### src/rtl/random_word_ctrl.sv
// random_word_ctrl: sequencing controller for the 8-bit LFSR random engine.
// Accepts tap/seed configuration and word requests over val/rdy, runs the
// LFSR for exactly N cycles while shifting its serial output into a
// right-aligned word, and returns that word over a val/rdy response port.
//
// Handshake rule for every val/rdy pair: a transfer happens on a rising edge
// where both val and rdy are high; val never waits on rdy, and the side
// raising val holds its payload stable until that transfer edge.
//
// Optional build macro RANDOM_WORD_CTRL_FREERUN_EN: when defined the LFSR is
// also enabled in IDLE and RESP (free-running); RESEED always disables it and
// bits are only ever sampled in GEN.
`timescale 1ns/1ps
module random_word_ctrl #(
  parameter int         WORD_W   = 16,
  parameter int         NB_W     = 5,
  parameter logic [7:0] RST_TAP  = 8'hB8,
  parameter logic [7:0] RST_SEED = 8'h01
) (
  input  logic              clk,
  input  logic              rst,
  input  logic              cfg_val,
  output logic              cfg_rdy,
  input  logic [7:0]        cfg_tap,
  input  logic [7:0]        cfg_seed,
  input  logic              req_val,
  output logic              req_rdy,
  input  logic [NB_W-1:0]   req_nbits,
  output logic              resp_val,
  input  logic              resp_rdy,
  output logic [WORD_W-1:0] resp_word,
  output logic [7:0]        tap,
  output logic [7:0]        seed,
  output logic              lfsr_reseed,
  output logic              lfsr_en,
  input  logic              lfsr_out,
  output logic [1:0]        dbg_state_o
);

  typedef enum logic [1:0] {
    S_IDLE   = 2'd0,
    S_RESEED = 2'd1,
    S_GEN    = 2'd2,
    S_RESP   = 2'd3
  } state_t;

  localparam logic [NB_W-1:0] WORD_CNT = NB_W'(WORD_W);
  localparam logic [NB_W-1:0] CNT_ONE  = NB_W'(1);

  state_t              state_q, state_d;
  logic [7:0]          tap_q, seed_q;
  logic [WORD_W-1:0]   word_q;
  logic [NB_W-1:0]     cnt_q;
  logic [NB_W-1:0]     eff_cnt;
  logic                cfg_rdy_q, resp_val_q, reseed_q, lfsr_en_q;
  logic                lfsr_en_d;

  // Zero or oversized requests are clamped to the full word width.
  always_comb begin
    eff_cnt = req_nbits;
    if (req_nbits == '0 || req_nbits > WORD_CNT) eff_cnt = WORD_CNT;
  end

  // Next-state logic; cfg wins over req when both are valid in IDLE.
  always_comb begin
    state_d = state_q;
    case (state_q)
      S_IDLE: begin
        if (cfg_val)      state_d = S_RESEED;
        else if (req_val) state_d = S_GEN;
      end
      S_RESEED: state_d = S_IDLE;
      S_GEN:    if (cnt_q == CNT_ONE) state_d = S_RESP;
      S_RESP:   if (resp_rdy) state_d = S_IDLE;
      default:  state_d = S_IDLE;
    endcase
  end

  // LFSR enable for the upcoming state, chosen by the free-run option.
  always_comb begin
`ifdef RANDOM_WORD_CTRL_FREERUN_EN
    lfsr_en_d = (state_d != S_RESEED);
`else
    lfsr_en_d = (state_d == S_GEN);
`endif
  end

  // FSM state, datapath registers and registered outputs.
  always_ff @(posedge clk or negedge rst) begin
    if (!rst) begin
      state_q    <= S_IDLE;
      tap_q      <= RST_TAP;
      seed_q     <= RST_SEED;
      word_q     <= '0;
      cnt_q      <= '0;
      cfg_rdy_q  <= 1'b0;
      resp_val_q <= 1'b0;
      reseed_q   <= 1'b0;
      lfsr_en_q  <= 1'b0;
    end else begin
      state_q    <= state_d;
      cfg_rdy_q  <= (state_d == S_IDLE);
      resp_val_q <= (state_d == S_RESP);
      reseed_q   <= (state_d == S_RESEED);
      lfsr_en_q  <= lfsr_en_d;
      case (state_q)
        S_IDLE: begin
          if (cfg_val) begin
            tap_q  <= cfg_tap;
            seed_q <= cfg_seed;
          end else if (req_val) begin
            cnt_q  <= eff_cnt;
            word_q <= '0;
          end
        end
        S_GEN: begin
          // The current LFSR output is sampled before the advance it enables.
          word_q <= {word_q[WORD_W-2:0], lfsr_out};
          cnt_q  <= cnt_q - CNT_ONE;
        end
        default: ;
      endcase
    end
  end

  assign cfg_rdy     = cfg_rdy_q;
  assign req_rdy     = cfg_rdy_q & ~cfg_val;
  assign resp_val    = resp_val_q;
  assign resp_word   = word_q;
  assign tap         = tap_q;
  assign seed        = seed_q;
  assign lfsr_reseed = reseed_q;
  assign lfsr_en     = lfsr_en_q;
  assign dbg_state_o = state_q;

endmodule

### config.mk
export PLATFORM = sky130hd
export DESIGN_NAME = random_word_ctrl
export DESIGN_NICKNAME = d
export VERILOG_FILES = /design/src/rtl/random_word_ctrl.sv
export SDC_FILE = /design/constraint.sdc
export NUM_CORES = 1
export LEC_CHECK = 0
export CORE_UTILIZATION = 39
export CTS_CLUSTER_DIAMETER = 80
export DETAILED_ROUTE_END_ITERATION = 8
export PLACE_DENSITY = 0.75
export SLEW_MARGIN = 10
export SYNTH_ARGS = -nofsm -noshare
export SYNTH_HDL_FRONTEND = slang
export SYNTH_SLANG_ARGS = --single-unit
### constraint.sdc
create_clock -name clk -period 1.38 [get_ports clk]
set_input_delay 0.276 -clock clk [delete_from_list [all_inputs] [get_ports clk]]
set_output_delay 0.276 -clock clk [all_outputs]
set_load 0.02 [all_outputs]
==> results of run 1 <==
==> cells in the final DEF, fill, tap and decap left out, types with 3 or more instances in the layout <==
master	n
dfrtp_1	36
dlygate4sd2_1	32
clkdlybuf4s50_1	20
a22o_1	16
mux2_4	15
buf_4	12
nor2_1	9
buf_2	8
clkbuf_8	7
buf_6	7
dfstp_2	5
inv_1	4
o21ai_0	4
o21ai_1	4
nor2b_1	3
==> power breakdown <==
part	switching (mW)	leakage [nW]	total, mW	internal, mW
Sequential	0.352	0.528	2.22	1.87
Combinational	1.64	0.763	3.20	1.56
Clock	0.397	0.0505	0.851	0.455
==> final cells by class <==
class / count / area share, %
clock buffers: 7 / 3.50
clock inverters: 1 / 0.273
inverters: 5 / 0.682
multi-input cells: 77 / 25.6
flip-flops and latches: 43 / 39.4
well taps: 50 / 2.27
repair buffers: 85 / 28.3
==> worst max-delay path: stages <==
cell,delay [ns]
buf_6,0.09
or4_4,0.55
ha_4,0.28
or3b_1,0.37
a31oi_1,0.13
==> flip-flops by register name, summed over array words and instances, names as in the netlist <==
name / count
cnt_q: 5
lfsr_reseed: 1
seed: 8
lfsr_en: 1
resp_val: 1
cfg_rdy: 1
tap: 8
dbg_state_o: 2
resp_word: 16
==> metrics by stage <==
| stage | setup slack (ns) | power, mW | instances |
|---|---|---|---|
| 2_1_floorplan | -0.269 | 4.05 | 132 |
| 3_3_place_gp | -0.696 | 5.38 | 253 |
| 3_5_place_dp | -0.778 | 5.49 | 253 |
| 4_1_cts | -0.106 | 6.24 | 268 |
| 5_1_grt | -0.136 | 6.68 | 268 |
| 6_report | -0.0928 | 6.28 | 268 |
==> Yosys cell counts (2+ instances only) <==
library cell	count	area, um^2
nand2b_1	2	12.5
a22o_1	16	140
mux2_2	16	180
nor2_1	10	37.5
a41oi_1	2	17.5
inv_1	4	15.0
o21ai_0	8	40.0
nor3b_1	2	15.0
dfstp_2	5	131
nor3_1	2	10.0
nor2b_1	3	18.8
a21oi_1	2	10.0
clkbuf_1	2	7.51
ha_1	3	37.5
dfrtp_1	38	951
buf_2	3	15.0
==> cells by family (layout without fill, tap and decap cells) <==
group / after synthesis / count (layout) / share of synthesized area (%)
AND/OR/NAND/NOR: 24 / 24 / 7.47
AO/OA/AOI/OAI: 34 / 34 / 14.5
flip-flops: 43 / 43 / 62.1
adder cells (fa/ha/maj): 3 / 3 / 2.15
multiplexers: 16 / 16 / 10.3
buffers and inverters: 12 / 98 / 3.45
==> final timing paths <==
check	startpoint	endpoint	slack, ns	depth (start not counted)
worst max-delay path	req_nbits[3]	cnt_q[0]	-0.09	5
worst max register to register	dbg_state_o[0]	cnt_q[0]	0.01	4
min in group asynchronous	rst	dbg_state_o[0]	0.50	3
worst min register to register	tap[1]	tap[1]	0.51	1
max in group asynchronous	rst	tap[3]	0.61	3
worst min-delay path	req_nbits[2]	cnt_q[2]	0.28	3
==> layer usage <==
layer	share of wire [%]	track usage [%]	wire length, um
met3	7.1	5.59	293
met5	0	0	0
met1	44	21.7	1790
met2	48	30.6	1960
met4	1.4	6.89	57
==> repair_timing <==
item	4_1_cts	5_1_grt
gates cloned	2	0
gates resized for setup	80	23
endpoints found under the setup margin	76	40
hold buffers	1	0
hold endpoints to repair	38	0
pin swaps	7	5
setup buffers	4	1
==> summary.txt, run 1 <==
Core area: 0.00414 mm^2
Most used DFF post-synth: dfrtp_1
CTS tree: done
Router iterations before antenna repair: 4
Clk Latency, worst-skew pair: 0.29 ns
Min-delay worst type: input pin to flop
Outcome: finished, violations left
Routed Antenna Nets: 0
Layout Nets: 247
FMAX: 0.679 GHz
DRC viols: 0
Routed WL: 4.10 mm
Worst slew margin: 75.1%
Drt initial violations: 50
Worst setup margin: -0.0928 ns
Netlist cell types: 30
CP Launch Type: input pin
ANT cells: 0
CP max FO: 3
Cell Area, Synth: 0.00174 mm^2
Chip width: 68.9 um
Final min period: 1.47 ns
First-pass GRT wire length: 6.24 mm
I/O Buffers: 65
All-Layer GR Usage: 18.2%
Actual slew at the worst max-slew pin: 0.371 ns
Grt ovf: 0
# rows: 23
RePlAce Congestion: 0.855
Placed Area: 0.00256 mm^2
Yosys Warn Count: 0
Max_cap viols: 0
RSZ-0062 raised after global routing: yes
Crit path required time: 1.59 ns
Final Skew: 0.00554 ns
Die area: 0.00474 mm^2
Post-synth EDFFs: 0
CTS root buffer: clkbuf_8
Syn_nets: 162
CP endpoint kind: flop
CTS Buf Count: 5
Final core utilization: 66.4%
VDD IR max: 0.00107 V
Yosys reg bits: 43
Post-Synthesis Cells: 132
Setup TNS: -0.0928 ns
Final period util: 107%
CTS Buffer Depth: 2
FF+latch area: 0.00108 mm^2
Failing checks: setup timing
Largest net degree at the start of global routing: 23
Synthesized area per cell: 13.2 um^2
Clock transition at path regs: 0.08 ns
Async S/R FF share, synth: 100%
Vias in the first global route: 1,379
Initial antenna violation count: 0
Area growth from synthesis to layout: 57.9%
P_leak: 1.34 nW
Htree depth: 2
Layout fillers: 334
Via density: 5.12
Final Hold Violating Endpoints: 0
Slew Limit Fails: 0
Area of the multi-input gates: 704 um^2
Die Height: 68.9 um
Clock sinks: 43
I/O pin count: 66
Vias: 1,372
Setup CP Type: input pin to flop
Arr. time, crit path: 1.69 ns
Wire length per cell: 15.3 um
Hpwl dp: 2.73 mm
Post-synthesis sequential area ratio: 62.1%
Final setup fails: 1
Initial core utilization: 42.1%
Design area: 0.00275 mm^2
Power Density: 2280 mW/mm^2
Share of cells above drive strength 1: 32.1%
Final hold slack: 0.275 ns
(Power assumes the default switching activity.)
==> run 2: changes to the inputs <==
- MAX_ROUTING_LAYER: unset -> met4
==> summary.txt, run 2 (synthesis results as in run 1) <==
CP endpoint kind: flop
First-pass GRT wire length: 6.24 mm
Max reg flops: 16
Crit path required time: 1.59 ns
I/O Buffers: 65
Routed WL: 4.11 mm
VDD IR max: 0.00107 V
Final Hold Violating Endpoints: 0
Slowest CP cell: or4_4
Router iterations before antenna repair: 4
Chip width: 68.9 um
Vias in the first global route: 1,383
I/O pin count: 66
All-Layer GR Usage: 18.7%
RePlAce Congestion: 0.869
Initial antenna violation count: 0
Die Height: 68.9 um
Actual slew at the worst max-slew pin: 0.369 ns
Hold path cells: 3
Power Density: 2280 mW/mm^2
CP max stage delay: 0.55 ns
Crit-path leading delay family: simple AND/OR/NAND/NOR gates
Layout fillers: 334
Final period util: 107%
Clk Latency, worst-skew pair: 0.29 ns
Grt ovf: 0
CP cell instances: buf_6 -> or4_4 -> ha_4 -> or3b_1 -> a31oi_1
Grt peak-use layer: met2
CP Launch Type: input pin
Arr. time, crit path: 1.69 ns
Commonest non-fill, non-tap cells in the layout: 36 x dfrtp_1, 32 x dlygate4sd2_1, 20 x clkdlybuf4s50_1, 16 x a22o_1, 15 x mux2_4
CTS tree: done
Critical path depth in cells: 5
Htree depth: 2
Layout Nets: 247
Setup CP Type: input pin to flop
Drt initial violations: 56
Max_cap viols: 0
DRC viols: 0
Vias: 1,373
P_leak: 1.34 nW
Routed Antenna Nets: 0
Final Skew: 0.00521 ns
Initial core utilization: 42.1%
CP max FO: 3
Final setup fails: 1
RSZ-0062 raised after global routing: yes
Final hold slack: 0.276 ns
Failing checks: setup timing
Via density: 5.12
Outcome: finished, violations left
Min-delay worst type: input pin to flop
Worst slew margin: 75.2%
Area growth from synthesis to layout: 57.9%
Total design power: 6.28 mW
# rows: 23
GR Layer Usage met3: 5.26%
Worst setup margin: -0.0934 ns
Wire length per cell: 15.3 um
Share of cells above drive strength 1: 32.1%
Setup TNS: -0.0934 ns
Clock transition at path regs: 0.08 ns
ANT cells: 0
Die area: 0.00474 mm^2
Grt met1 use: 21.9%
Final core utilization: 66.4%
Slew Limit Fails: 0
CTS root buffer: clkbuf_8
Final min period: 1.47 ns
Core area: 0.00414 mm^2
Clock sinks: 43
Most common cell after layout, fill and taps aside: dfrtp_1
R2R depth: 4
Largest net degree at the start of global routing: 23
CTS Buf Count: 5
CTS Buffer Depth: 2
FMAX: 0.679 GHz
CP Buf/Inv Count: 1
GRT met2 Usage: 30.6%
Hpwl dp: 2.73 mm
-- run 2: cell counts in the layout (fill, tap and decap cells not counted) --
Identical to the previous run, type by type.
-- run 2: metal layers --
layer / vias to the layer above / wire, um
li1: 647 / -
met1: 657 / 1810
met2: 61 / 1960
met3: 8 / 281
met4: 0 / 57
met5: - / 0
-- run 2: path summary, 6_finish.rpt --
path | startpoint | end | slack (ns)
max | req_nbits[3] | cnt_q[0] | -0.09
min in group asynchronous | rst | dbg_state_o[0] | 0.51
max in group asynchronous | rst | tap[3] | 0.61
max reg2reg | dbg_state_o[0] | cnt_q[0] | 0
min reg2reg | tap[1] | tap[1] | 0.51
min | req_nbits[2] | cnt_q[2] | 0.28
-- run 2: repair_timing --
item,in CTS,in global routing
pin swaps,7,5
hold buffers,1,0
gates cloned,2,0
buffers inserted,4,1
setup endpoints to repair,76,40
gates resized for setup,80,23
hold endpoints to repair,38,0
-- run 2: worst register-to-register path: stages (launching register included) --
cell and delay [ns]:
dfrtp_2 0.44, buf_4 0.15, a21o_1 0.22, or3b_1 0.36, a31oi_1 0.13
-- run 2: final cells by class --
| type | instances | area (um^2) | area share (%) |
|---|---|---|---|
| clock buffers | 7 | 96.3 | 3.50 |
| clock inverters | 1 | 7.51 | 0.273 |
| inverters | 5 | 18.8 | 0.682 |
| multi-input cells | 77 | 704 | 25.6 |
| flip-flops and latches | 43 | 1080 | 39.4 |
| well taps | 50 | 62.6 | 2.27 |
| repair buffers | 85 | 778 | 28.3 |
-- run 2: through the flow --
| stage | cell area, um^2 | worst slack (ns) | cells |
|---|---|---|---|
| floorplan | 1790 | -0.269 | 132 |
| global placement | 2560 | -0.696 | 253 |
| detailed placement | 2560 | -0.778 | 253 |
| CTS | 2750 | -0.106 | 268 |
| global route | 2750 | -0.136 | 268 |
| finish | 2750 | -0.0934 | 268 |
-- run 2: report_power, final --
part | switching (mW) | leakage [nW] | internal (mW) | total [mW]
sequential | 0.352 | 0.528 | 1.87 | 2.22
combinational | 1.64 | 0.763 | 1.56 | 3.20
clock | 0.395 | 0.0505 | 0.455 | 0.849
total | 2.39 | 1.34 | 3.89 | 6.28
